**config.mk**
```make
export PLATFORM = sky130hd
export DESIGN_NAME = wb_regfile
export DESIGN_NICKNAME = d
export VERILOG_FILES = /design/src/rtl/wb_regfile_pkg.sv /design/src/rtl/wb_mux.sv /design/src/rtl/wb_regfile.sv
export SDC_FILE = /design/constraint.sdc
export NUM_CORES = 2
export LEC_CHECK = 0
export BUFFER_PORTS_ARGS = -buffer_cell sky130_fd_sc_hd__buf_2
export CAP_MARGIN = 20
export CORE_ASPECT_RATIO = 2
export CORE_MARGIN = 4
export CORE_UTILIZATION = 51
export DETAILED_ROUTE_END_ITERATION = 6
export MAX_ROUTING_LAYER = met4
export PLACE_DENSITY = 0.68
export SLEW_MARGIN = 15
export SYNTH_ARGS = -nofsm -noshare
export SYNTH_HDL_FRONTEND = slang
export SYNTH_SLANG_ARGS = --single-unit
```
**constraint.sdc**
```tcl
create_clock -name clk_i -period 37.6 [get_ports clk_i]
set_clock_uncertainty 0.1 [all_clocks]
set_input_delay 1.88 -clock clk_i [delete_from_list [all_inputs] [get_ports clk_i]]
set_output_delay 1.88 -clock clk_i [all_outputs]
set_load 0.03 [all_outputs]
```
**src/rtl/wb_regfile_pkg.sv**
```systemverilog
// ============================================================================
// Module   : wb_regfile_pkg
// Purpose  : Shared pipeline types and constants for the write-back stage.
// Revision : 1.0 - initial release
// ============================================================================
`default_nettype none

package wb_regfile_pkg;

  localparam int DATA_W   = 32;
  localparam int ADDR_W   = 5;
  localparam int NUM_REGS = 2 ** ADDR_W;

  localparam logic [ADDR_W-1:0] ZERO_REG = 5'd0;

  // Shared by the ID/EX, EX/MEM, MEM/WB registers and the forwarding unit
  typedef logic [ADDR_W-1:0] reg_addr_t;
  typedef logic [DATA_W-1:0] data_word_t;

endpackage

`default_nettype wire

```
**src/rtl/wb_mux.sv**
```systemverilog
// ============================================================================
// Module   : wb_mux
// Purpose  : MemtoReg select between load data and ALU result.
// Revision : 1.0 - initial release
// ============================================================================
`default_nettype none

module wb_mux #(
  parameter int DATA_W = 32
) (
  input  logic              i_mem_to_reg,
  input  logic [DATA_W-1:0] i_mdr,
  input  logic [DATA_W-1:0] i_alu_result,
  output logic [DATA_W-1:0] o_wb_data
);

  assign o_wb_data = i_mem_to_reg ? i_mdr : i_alu_result;

endmodule

`default_nettype wire

```
**src/rtl/wb_regfile.sv**
```systemverilog
// ============================================================================
// Module   : wb_regfile
// Purpose  : MEM/WB write-back select, 32x32 register file with two read
//            ports, forwarding export and committed-write counter.
//            Optional macro WB_BYPASS_EN: write-through on read ports.
// Revision : 1.0 - initial release
// ============================================================================
`default_nettype none

module wb_regfile #(
  parameter int DATA_W   = 32,
  parameter int ADDR_W   = 5,
  parameter int NUM_REGS = 32
) (
  input  logic              clk_i,
  input  logic              rst_i,
  input  logic [DATA_W-1:0] mdr_i,
  input  logic [DATA_W-1:0] ALU_result_i,
  input  logic              MemtoReg_i,
  input  logic              RegWr_i,
  input  logic [ADDR_W-1:0] EX_MUX_i,
  input  logic [ADDR_W-1:0] RS_addr_i,
  input  logic [ADDR_W-1:0] RT_addr_i,
  output logic [DATA_W-1:0] RS_data_o,
  output logic [DATA_W-1:0] RT_data_o,
  output logic [DATA_W-1:0] wb_data_o,
  output logic [ADDR_W-1:0] wb_addr_o,
  output logic              wb_en_o,
  output logic [31:0]       wb_cnt_o
);

  import wb_regfile_pkg::*;

  localparam logic [ADDR_W-1:0] c_zero = ADDR_W'(ZERO_REG);

  logic [DATA_W-1:0] r_regs [NUM_REGS];
  logic [31:0]       r_wb_cnt;
  logic [DATA_W-1:0] w_wb_data;
  logic              w_wb_en;
  logic [DATA_W-1:0] w_rs_data;
  logic [DATA_W-1:0] w_rt_data;

  wb_mux #(
    .DATA_W(DATA_W)
  ) u_wb_mux (
    .i_mem_to_reg(MemtoReg_i),
    .i_mdr       (mdr_i),
    .i_alu_result(ALU_result_i),
    .o_wb_data   (w_wb_data)
  );

  // Writes to r0 are squashed here so they neither commit nor count
  assign w_wb_en = RegWr_i && (EX_MUX_i != c_zero);

  always_ff @(posedge clk_i or posedge rst_i) begin
    if (rst_i) begin
      for (int i = 0; i < NUM_REGS; i++) begin
        r_regs[i] <= '0;
      end
      r_wb_cnt <= '0;
    end else if (w_wb_en) begin
      r_regs[EX_MUX_i] <= w_wb_data;
      r_wb_cnt         <= r_wb_cnt + 32'd1;
    end
  end

  always_comb begin
    w_rs_data = (RS_addr_i == c_zero) ? '0 : r_regs[RS_addr_i];
    w_rt_data = (RT_addr_i == c_zero) ? '0 : r_regs[RT_addr_i];
`ifdef WB_BYPASS_EN
    // Pending write is visible in the same cycle; w_wb_en already excludes r0
    if (w_wb_en && (RS_addr_i == EX_MUX_i)) w_rs_data = w_wb_data;
    if (w_wb_en && (RT_addr_i == EX_MUX_i)) w_rt_data = w_wb_data;
`else
`endif
  end

  assign RS_data_o = w_rs_data;
  assign RT_data_o = w_rt_data;
  assign wb_data_o = w_wb_data;
  assign wb_addr_o = EX_MUX_i;
  assign wb_en_o   = w_wb_en;
  assign wb_cnt_o  = r_wb_cnt;

endmodule

`default_nettype wire

```
==> summary.txt <==
Placed design
  – DP HPWL: 104000 µm
  – Post-DP Area: 56100 µm²
  – Placed Cells incl. Taps: 6188
  – Final Wtd Congestion: 0.863
  – Worst slack at placement: 29.51 ns
  – Port Buffers: 216

Yosys
  – Main synth FF type: dfrtp_1
  – Share of the synthesized area in the top cell type: 48.6%
  – Async SR Flop Fraction: 100%
  – Largest cells by area after synthesis: dfrtp_1 (49%), mux4_2 (15%), o21ai_0 (5.3%)
  – Yosys warns: 0
  – Seq/Total Area, Yosys: 48.6%
  – Post-Synthesis Cells: 5041
  – Area share of fa/ha/maj cells after synthesis: 0.0230%
  – Synth Area in Compound Gates: 14.4%
  – #FFs+latches synth: 1056
  – Biggest area consumer among synthesized cells: dfrtp_1
  – Netlist cell types: 50
  – Post-Synth XOR/XNOR Area: 0.499%
  – Largest family of logic cells by synthesized area: multiplexers
  – Syn Area/Cell: 10.8 µm²
  – Syn_nets: 5125
  – Most instantiated library cell after synthesis: dfrtp_1
  – Post-synthesis simple-gate area fraction: 9.74%
  – Mapped cell area: 54400 µm²
  – Post-synth top cells: dfrtp_1 (1056), nand2_1 (699), o21ai_0 (574)
  – Post-synth EDFFs: 0
  – Post-synthesis mux area share: 22.2%

Power and ir drop
  – Switching Share: 31.2%
  – Cell Pwr Density: 55.0 nW/µm²
  – Sw Pwr: 1010 µW
  – Logic pwr share: 22.2%
  – Lkg Pwr: 0.0259 µW
  – Worst vdd ir: 0.0000384 V
  – Clock Power Share: 29.7%
  – Sequential Power Share: 48.1%
  – Cell-internal power: 2240 µW

CTS
  – Post-cts sizing count: 0
  – Max Root-Sink Buffers: 3
  – H-tree Lvls: 3
  – Setup Fix Bufs, Post-CTS: 0
  – Number of clock sinks: 1056
  – Clock slew seen by the registers of the worst setup and hold paths: 0.07 ns
  – CTS buffer count: 90
  – Clk_lat worst skew: 0.70 ns
  – Post-CTS Hold Fix Bufs: 0
  – Clk root buf: clkbuf_16
  – TritonCTS clock tree: built

Layout
  – Synth-to-layout area growth: 8.68%
  – Share of cells above drive strength 1: 20.4%
  – Fill count: 8854
  – Finished Layout Cells: 6358
  – Fin area: 59100 µm²
  – Nets: 5000

GRT
  – First-pass GRT wire length: 272000 µm
  – Initial antenna violation count: 4
  – Number of global-route vias before repair: 42436
  – GRT Util Overall: 33.3%
  – Largest net degree at the start of global routing: 182
  – GR Overflow Total: 0

STA
  – F_max: 124 MHz
  – Min Clock Period, post-route: 8.03 ns
  – Ratio of final minimum period to clock period: 21.4%
  – RSZ-0062 raised after global routing: false
  – Final hold slack: 0.303 ns
  – Tightest Pin Transition: 1.11 ns
  – Worst relative slew slack: 25.8%
  – Fin worst setup slack: 29.57 ns
  – Setup tns final: 0 ns
  – Final setup vio count: 0
  – Endpoints failing hold: 0
  – Max Slew Vio Count: 0

Detailed routing
  – Routed vias: 42206
  – Via-to-Cell Ratio: 6.64
  – Final WL: 183000 µm
  – Iteration-0 DRC count of the detailed router: 4368
  – ANT nets after route: 0
  – Post-route DRC violation count: 1
  – DR WL/cell: 28.8 µm
  – Number of detailed-route iterations in the first pass: 7

Critical path
  – Worst setup path class: primary input to output port
  – Worst path required time: 35.62 ns
  – Critical-path maximum fanout: 51
  – Critical path arrival: 6.05 ns
  – Reg2reg path depth: 5
  – Startpoint Class: primary input
  – CP Capture Type: output port

Floorplanning
  – Die area: 112000 µm²
  – DIE HEIGHT: 470 µm
  – Core area: 106000 µm²
  – DIE WIDTH: 239 µm
  – I/O pins: 217
  – Initial cell density of the core: 51.4%
  – Row cnt: 169

Run
  – Max Cap Viol: 0

Status
  – Failing checks: DRC
  – Status: finished with violations

Min path
  – Hold path depth: 0
  – Tightest Hold Check Type: flop to flop
path summary, 6_finish.rpt:
path,slack [ns],end,startpoint
max in group asynchronous,33.03,r_regs[11],rst_i
worst min-delay path,0.30,r_regs[1007],r_regs[1007]
min in group asynchronous,1.14,r_regs[706],rst_i
worst min register to register,0.30,r_regs[1007],r_regs[1007]
worst max register to register,35.28,wb_cnt_o[20],wb_cnt_o[8]
worst max-delay path,29.57,RS_data_o[21],RS_addr_i[2]
worst max-delay path, cell delays in order:
cell and delay (ns):
buf_6 0.50, buf_4 0.73, nor2b_4 0.74, buf_4 0.84
a2111oi_0 0.29, a311oi_1 0.66, buf_2 0.32
kinds of logic after synthesis:
family	count (synthesis)
AO/OA/AOI/OAI	1356
XOR/XNOR	31
adder cells (fa/ha/maj)	1
buffers and inverters	576
flip-flops	1056
multiplexers	732
AND/OR/NAND/NOR	1289
power by group through the flow:
stage          sequential (µW)  clock (µW)  combinational (µW)
6_report                  1560         964                 723
4_1_cts                   1550         975                 721
5_1_grt                   1580        1020                 794
2_1_floorplan             1520           0                 560
3_5_place_dp              1570           0                 718
3_3_place_gp              1560           0                 697
flip-flops by register name (all words and copies together) (netlist names):
name / flops
r_regs: 1024
wb_cnt_o: 32
per-stage QoR:
stage,power [µW],util [%]
after floorplan,2080,-
after global placement,2260,53.0
after detailed placement,2290,53.0
after CTS,3250,55.8
after global routing,3400,55.8
final,3250,55.8
area by class of cell:
| class | instances | area, µm² | area share (%) |
|---|---|---|---|
| Sequential cell | 1056 | 26400 | 44.7 |
| Antenna cell | 2 | 5.00 | 0.00846 |
| Timing Repair Buffer | 325 | 2000 | 3.39 |
| Tap cell | 1368 | 1710 | 2.89 |
| Inverter | 34 | 135 | 0.228 |
| Multi-Input combinational cell | 3409 | 25900 | 43.8 |
| Clock buffer | 127 | 2680 | 4.53 |
| Clock inverter | 37 | 298 | 0.504 |
layout by cell type, fill, tap and decap left out, types with 14 or more instances in the layout:
cell       instances
dfrtp_1         1056
nand2_1          681
o21ai_0          574
a21oi_1          424
nor2_1           405
mux4_2           370
mux2i_1          252
buf_2            210
buf_4            103
clkbuf_16         95
mux2_2            78
a211oi_1          69
a22o_1            64
o22ai_1           60
nor2b_1           47
o21ai_1           35
inv_1             33
a22oi_1           32
a221o_1           32
nor4_1            32
mux2i_2           30
xnor2_1           28
nand3_1           25
o221ai_1          22
clkinv_2          21
clkbuf_8          19
a2111oi_0         18
nand2b_1          17
nand2_4           16
nor2_4            15
clkbuf_1          14
routing by layer:
metal	wire (µm)	part of all wire [%]	global-route usage [%]
met2	87700	48	52.1
met3	16200	8.8	6.16
met5	0	0	-
met1	65600	36	40.6
met4	13800	7.5	19.9
Note: power is estimated with default switching activity, not from simulation.
